--- src/rtl/estagio_wb_if.sv ---
// Write-back stage bus: result inputs from execute/memory, read ports
// and the registered write-back view.
interface estagio_wb_if #(
  parameter int LARGURA = 16,
  parameter int N_REGS  = 8
);
  localparam int AW = $clog2(N_REGS);

  logic               valido_in;
  logic [LARGURA-1:0] Saida_ULA;
  logic [LARGURA-1:0] Saida_MemoriaDados;
  logic               sel_wb;
  logic               BR_Hab_Escrita;
  logic [AW-1:0]      reg_destino;
  logic [AW-1:0]      endA;
  logic [AW-1:0]      endB;
  logic [LARGURA-1:0] A;
  logic [LARGURA-1:0] B;
  logic [LARGURA-1:0] dado_wb;
  logic [AW-1:0]      reg_wb;
  logic               valido_wb;
  logic [15:0]        contador_escritas;

  modport master (
    output valido_in, Saida_ULA, Saida_MemoriaDados,
    output sel_wb, BR_Hab_Escrita, reg_destino,
    output endA, endB,
    input  A, B, dado_wb, reg_wb, valido_wb,
    input  contador_escritas
  );

  modport slave (
    input  valido_in, Saida_ULA, Saida_MemoriaDados,
    input  sel_wb, BR_Hab_Escrita, reg_destino,
    input  endA, endB,
    output A, B, dado_wb, reg_wb, valido_wb,
    output contador_escritas
  );
endinterface

--- src/rtl/estagio_wb.sv ---
// Write-back stage: result mux register, register bank with
// combinational bypassed reads and a committed-write counter.
module estagio_wb #(
  parameter int LARGURA = 16,
  parameter int N_REGS  = 8
) (
  input logic         clock,
  input logic         reset,
  estagio_wb_if.slave bus
);
  localparam int AW = $clog2(N_REGS);

  logic [LARGURA-1:0] banco [N_REGS];
  logic [LARGURA-1:0] dado_q;
  logic [AW-1:0]      reg_q;
  logic               val_q;
  logic [15:0]        cnt_q;
  logic [LARGURA-1:0] rd_a;
  logic [LARGURA-1:0] rd_b;

  always_ff @(posedge clock or posedge reset) begin
    if (reset) begin
      dado_q <= '0;
      reg_q  <= '0;
      val_q  <= 1'b0;
    end else begin
      dado_q <= bus.sel_wb ? bus.Saida_MemoriaDados
                           : bus.Saida_ULA;
      reg_q  <= bus.reg_destino;
      val_q  <= bus.valido_in & bus.BR_Hab_Escrita
              & (bus.reg_destino != '0);
    end
  end

  // Address 0 never commits, so banco[0] stays at its reset value.
  always_ff @(posedge clock or posedge reset) begin
    if (reset) begin
      for (int i = 0; i < N_REGS; i++) begin
        banco[i] <= '0;
      end
      cnt_q <= '0;
    end else if (val_q) begin
      banco[reg_q] <= dado_q;
      cnt_q        <= cnt_q + 16'd1;
    end
  end

  always_comb begin
    rd_a = banco[bus.endA];
    unique case (1'b1)
      (bus.endA == '0):                 rd_a = '0;
      (val_q && (reg_q == bus.endA)):   rd_a = dado_q;
      default: ;
    endcase
  end

  always_comb begin
    rd_b = banco[bus.endB];
    unique case (1'b1)
      (bus.endB == '0):                 rd_b = '0;
      (val_q && (reg_q == bus.endB)):   rd_b = dado_q;
      default: ;
    endcase
  end

  assign bus.A                 = rd_a;
  assign bus.B                 = rd_b;
  assign bus.dado_wb           = dado_q;
  assign bus.reg_wb            = reg_q;
  assign bus.valido_wb         = val_q;
  assign bus.contador_escritas = cnt_q;
endmodule

--- src/flat_wrapper.sv ---
// flat-port wrapper written by rule: the top's interface ports become plain ports
module estagio_wb_flat 
#(
  parameter int LARGURA = 16,
  parameter int N_REGS  = 8
)
  (clock, reset, bus_valido_in, bus_Saida_ULA, bus_Saida_MemoriaDados, bus_sel_wb, bus_BR_Hab_Escrita, bus_reg_destino, bus_endA, bus_endB, bus_A, bus_B, bus_dado_wb, bus_reg_wb, bus_valido_wb, bus_contador_escritas);
  estagio_wb_if #(.LARGURA(LARGURA), .N_REGS(N_REGS)) bus_i ();
  input logic clock;
  input logic reset;
  input wire logic [$bits(bus_i.valido_in)-1:0] bus_valido_in;
  input wire logic [$bits(bus_i.Saida_ULA)-1:0] bus_Saida_ULA;
  input wire logic [$bits(bus_i.Saida_MemoriaDados)-1:0] bus_Saida_MemoriaDados;
  input wire logic [$bits(bus_i.sel_wb)-1:0] bus_sel_wb;
  input wire logic [$bits(bus_i.BR_Hab_Escrita)-1:0] bus_BR_Hab_Escrita;
  input wire logic [$bits(bus_i.reg_destino)-1:0] bus_reg_destino;
  input wire logic [$bits(bus_i.endA)-1:0] bus_endA;
  input wire logic [$bits(bus_i.endB)-1:0] bus_endB;
  output wire logic [$bits(bus_i.A)-1:0] bus_A;
  output wire logic [$bits(bus_i.B)-1:0] bus_B;
  output wire logic [$bits(bus_i.dado_wb)-1:0] bus_dado_wb;
  output wire logic [$bits(bus_i.reg_wb)-1:0] bus_reg_wb;
  output wire logic [$bits(bus_i.valido_wb)-1:0] bus_valido_wb;
  output wire logic [$bits(bus_i.contador_escritas)-1:0] bus_contador_escritas;
  assign bus_i.valido_in = bus_valido_in;
  assign bus_i.Saida_ULA = bus_Saida_ULA;
  assign bus_i.Saida_MemoriaDados = bus_Saida_MemoriaDados;
  assign bus_i.sel_wb = bus_sel_wb;
  assign bus_i.BR_Hab_Escrita = bus_BR_Hab_Escrita;
  assign bus_i.reg_destino = bus_reg_destino;
  assign bus_i.endA = bus_endA;
  assign bus_i.endB = bus_endB;
  assign bus_A = bus_i.A;
  assign bus_B = bus_i.B;
  assign bus_dado_wb = bus_i.dado_wb;
  assign bus_reg_wb = bus_i.reg_wb;
  assign bus_valido_wb = bus_i.valido_wb;
  assign bus_contador_escritas = bus_i.contador_escritas;
  estagio_wb #(.LARGURA(LARGURA), .N_REGS(N_REGS)) u_core (.clock(clock), .reset(reset), .bus(bus_i));
endmodule
--- config.mk ---
export PLATFORM = sky130hd
export DESIGN_NAME = estagio_wb_flat
export DESIGN_NICKNAME = d
export VERILOG_FILES = /design/src/rtl/estagio_wb_if.sv /design/src/rtl/estagio_wb.sv /design/src/flat_wrapper.sv
export SDC_FILE = /design/constraint.sdc
export NUM_CORES = 1
export LEC_CHECK = 0
export BUFFER_PORTS_ARGS = -buffer_cell sky130_fd_sc_hd__clkbuf_2
export CAP_MARGIN = 20
export CELL_PAD_IN_SITES_DETAIL_PLACEMENT = 1
export CELL_PAD_IN_SITES_GLOBAL_PLACEMENT = 1
export CORE_ASPECT_RATIO = 0.9
export CORE_UTILIZATION = 50
export CTS_BUF_LIST = sky130_fd_sc_hd__clkbuf_4
export DETAILED_ROUTE_END_ITERATION = 8
export PLACE_DENSITY = 0.86
export SLEW_MARGIN = 30
export SYNTH_ARGS = -nofsm -noshare
export SYNTH_HDL_FRONTEND = slang
export SYNTH_SLANG_ARGS = --single-unit
--- constraint.sdc ---
create_clock -name clock -period 12.9 [get_ports clock]
set_input_delay 1.935 -clock clock [delete_from_list [all_inputs] [get_ports clock]]
set_output_delay 1.935 -clock clock [all_outputs]
set_load 0.01 [all_outputs]
# == Word level (Yosys, flattened, before mapping) ==
# Index checks and enable logic that the tools add are counted.
# word_totals
regBits,164
input_bits,46
word_cells,42
# op_classes
add_sub_neg,1
order_cmp,4
n_eq_ne,2
muxes,12
n_bitwise,5
reduce_logical,6
# op_table
op,n
128-bit bitwise mux,1
16-bit binary-select mux with 3-bit select,2
16-bit 2-to-1 mux,6
16-bit one-hot mux with 2 select lines,2
16-bit demux with 3-bit select,1
16-bit by 1-bit adder with 16-bit output (second input constant),1
4-bit >= comparator (second input constant),3
3-bit NOT with 4-bit output,3
3-bit == test,2
3-bit logical NOT,2
4-bit by 1-bit less-than comparator with 1-bit output (second input constant),1
1-bit logical AND,3
3-bit nonzero test,1
1-bit AND,2

# == Longest topological paths before layout ==
# logic_depth
depth_word,6
mapped_depth,7

# == Least setup slack after synthesis ==
# OpenSTA, ideal clock, no wires.
# synth_path
kind,input to output
startpoint,input port bus_endA[2]
endpoint,output port bus_A[11]
arrival_time_ps,3217
required_ps,10965
slack_ps,7748
path_stages,5
path_cell_list,buf_6 -> buf_6 -> mux4_1 -> mux2_2 -> a22o_1
# synth_via
elab_chain_len,5
word_cells_on_any_way,8
# synth_lines
element,line,rtl
from (decl),flat_wrapper.sv:17,input wire logic [$bits(bus_i.endA)-1:0] bus_endA;
3-bit NOT with 4-bit output (not written as such),estagio_wb.sv:49,rd_a = banco[bus.endA];
16-bit binary-select mux with 3-bit select,estagio_wb.sv:49,
16-bit 2-to-1 mux (not written as such) (2 in a row),estagio_wb.sv:49,
16-bit one-hot mux with 2 select lines (*),estagio_wb.sv:50,unique case (1'b1)
to (decl),flat_wrapper.sv:19,output wire logic [$bits(bus_i.A)-1:0] bus_A;
# Mark *: on every way between the ends. The rest lies on a longest branch, timed or not. The select of a mux whose other input is x is not followed.

# == Worst setup path after layout ==
# layout_path
startpoint,input port bus_endA[2]
endpoint,output port bus_A[4]
# The elaborated chain is that of the path after synthesis.

==> metrics.txt <==
antenna violations before repair=1; ANT nets after route=0; Slew headroom=39.9%; critical-path maximum fanout=34; Leak=4.50 nW; DRT Pass-1 Iters=4; CTS Buffer Depth=2; Hold Crit Start=u_core.bus.contador_escritas[15]$_DFFE_PP0P_; clock tree from TritonCTS=built; startpoint type of the worst setup path=primary input; clk root buf=clkbuf_4; Vias=5496; final max-slew violation count=0; largest net degree at the start of global routing=95; cell taking the most area after synthesis=dfrtp_1; worst slew pin tran=900 ps; P per Cell Area=149 mW/mm2; final setup vio count=0; RSZ-0062 raised after global routing=no; outcome=finished clean; Num CTS Buffers=17; Worst Setup Slack, final=6900 ps; Seq/Total Area, Yosys=45.6%; Clock Skew=17.2 ps; Hold Path Stages=1; core area=0.0176 mm2; Clock Pin Slew Worst Setup and Hold Paths=130 ps; global-route wire length before repair=35000 um; # IOs=114; Skew-Pair Late Insertion Delay=570 ps; GRT Util Overall=25.8%; Synth area leaders=dfrtp_1, mux2_2, mux4_1; dpl hpwl=14300 um; Mapped Cells=558; setup_tns=0 ps; # H-tree levels=4; vias per cell=6.12; Post-Syn Area=0.00901 mm2; Yosys reg bits=164; crit path kind=in -> out; post-CTS sizing=0; WL per Instance=24.9 um; R2R Path Start=u_core.bus.valido_wb$_DFF_PP0_; Distinct cells, synth=35; count of standard-cell rows=46; Worst R2R End=u_core.banco[9]$_DFFE_PP0P_; YS warnings=0; residual DRC count=0; die width=143 um; number of I/O port buffers=113; DRT Wirelength=22400 um; Syn Nets=605; Hold Buf Count CTS=0; layout cells sized above 1=54.3%; post-synth top area share=45.6%; grt total ovfl=0; pre-CTS setup slack=6920 ps; WP data arrival=4060 ps; Max Cap Viol=0; crit share post-route=46.5%; Nets=691; number of global-route vias before repair=5994; HP Class=reg -> reg; flop2flop setup slack=10580 ps; Max VDD drop=0.105 mV; number of fill cells in the layout=1728; DR iter-0 viols=278; syn avg cell area=16.1 um2; total power=1.45 mW; Worst EP required=10970 ps; Register-to-Register Path Depth=2; clock sink count=164; CP Capture Type=output port; f_max=167 MHz; Post-CTS Setup Bufs=0; Initial Utilization=51.2%; final RePlAce weighted congestion=0.783; post-layout min period=6000 ps; Total Die Area=0.0186 mm2; WHS Endpoint=u_core.bus.contador_escritas[15]$_DFFE_PP0P_; Die Y=129 um; P&R area growth vs syn=7.92%; hold violation count in the final report=0
placed cells by master, fill, tap and decap left out, drive strengths merged, types with 3 or more instances in the layout:
cell type	instances
nand4b	3
nand4	3
xor2	5
nand3	5
a22o	32
clkbuf	132
buf	10
dfrtp	164
mux2	177
nor3	5
and3	6
clkinv	9
nand2	8
mux4	64
xnor2	16
nor2	3
through the flow:
step                      std cells  util [%]  hold WS (ps)  cell area, um2
after global routing            898      55.2           487            9720
after detailed placement        865      53.7           462            9460
after floorplan                 558         -           485            9010
final                           898      55.2           480            9720
after CTS                       897      55.2           480            9720
after global placement          865      53.7           454            9460
how the worst max path moves through the flow:
stage / start / end / slack (ps)
after detailed placement: bus_endA[0] / bus_A[14] / 6920
after global placement: bus_endA[0] / bus_A[14] / 6960
after global routing: bus_endA[2] / bus_A[4] / 6780
after floorplan: reset / u_core.banco[0]$_DFFE_PP0P_ / 6530
final: bus_endA[2] / bus_A[4] / 6900
after CTS: bus_endA[0] / bus_A[7] / 6920
final cells by class:
| class | count | area (um2) | share of cell area (%) |
|---|---|---|---|
| Antenna cell | 1 | 2.50 | 0.0257 |
| Clock buffer | 19 | 143 | 1.47 |
| Clock inverter | 13 | 116 | 1.20 |
| Inverter | 2 | 12.5 | 0.129 |
| Multi-Input combinational cell | 336 | 4400 | 45.3 |
| Sequential cell | 164 | 4100 | 42.2 |
| Tap cell | 240 | 300 | 3.09 |
| Timing Repair Buffer | 123 | 644 | 6.63 |
critical path, cell delays in order:
cell	delay [ps]
clkbuf_2	80
buf_4	450
xnor2_1	130
and4_1	250
buf_4	250
nor2_4	550
a22o_1	240
clkbuf_2	150
cells by family (layout without fill, tap and decap cells):
family / count (synthesis) / count (layout) / share of synthesized area [%]
mux: 241 / 241 / 40.2
flops: 164 / 164 / 45.6
buf+inv: 58 / 157 / 5.61
simple gates: 40 / 40 / 3.26
compound gates: 33 / 33 / 3.22
xor+xnor: 21 / 21 / 2.04
fa+ha+maj: 1 / 1 / 0.139
other cells: 0 / 1 / 0
routing by layer:
| layer | vias to the layer above | global-route usage (%) | routed length (um) |
|---|---|---|---|
| li1 | 2354 | - | - |
| met1 | 2954 | 33.7 | 9690 |
| met2 | 160 | 42.6 | 11300 |
| met3 | 28 | 6.06 | 1080 |
| met4 | 0 | 8.51 | 299 |
| met5 | - | 0 | 0 |
cell usage after synthesis, drive strengths merged:
| cell type | count |
|---|---|
| nor3 | 5 |
| dfrtp | 164 |
| clkbuf | 10 |
| dlymetal6s2s | 1 |
| mux2 | 177 |
| xnor2 | 16 |
| mux4 | 64 |
| buf | 36 |
| and3 | 6 |
| nand2 | 8 |
| o311a | 1 |
| dlygate4sd1 | 1 |
| nor4 | 2 |
| nand4 | 3 |
| nor3b | 2 |
| clkdlybuf4s25 | 8 |
| xor2 | 5 |
| nand4b | 3 |
| nand2b | 1 |
| nor2 | 3 |
| a22o | 32 |
| ha | 1 |
| inv | 2 |
| nand3 | 5 |
| and4 | 2 |
sequential cells by signal (all words and copies together) (netlist names):
register,count
u_core.banco,128
u_core.bus.valido_wb,1
u_core.bus.reg_wb,3
u_core.bus.contador_escritas,16
u_core.bus.dado_wb,16
report_power, final:
part / internal (mW) / total (mW) / switching (mW)
clock network: 0.115 / 0.292 / 0.177
registers: 0.631 / 0.740 / 0.109
logic: 0.257 / 0.415 / 0.158
total: 1.00 / 1.45 / 0.444
(Power assumes the default switching activity.)
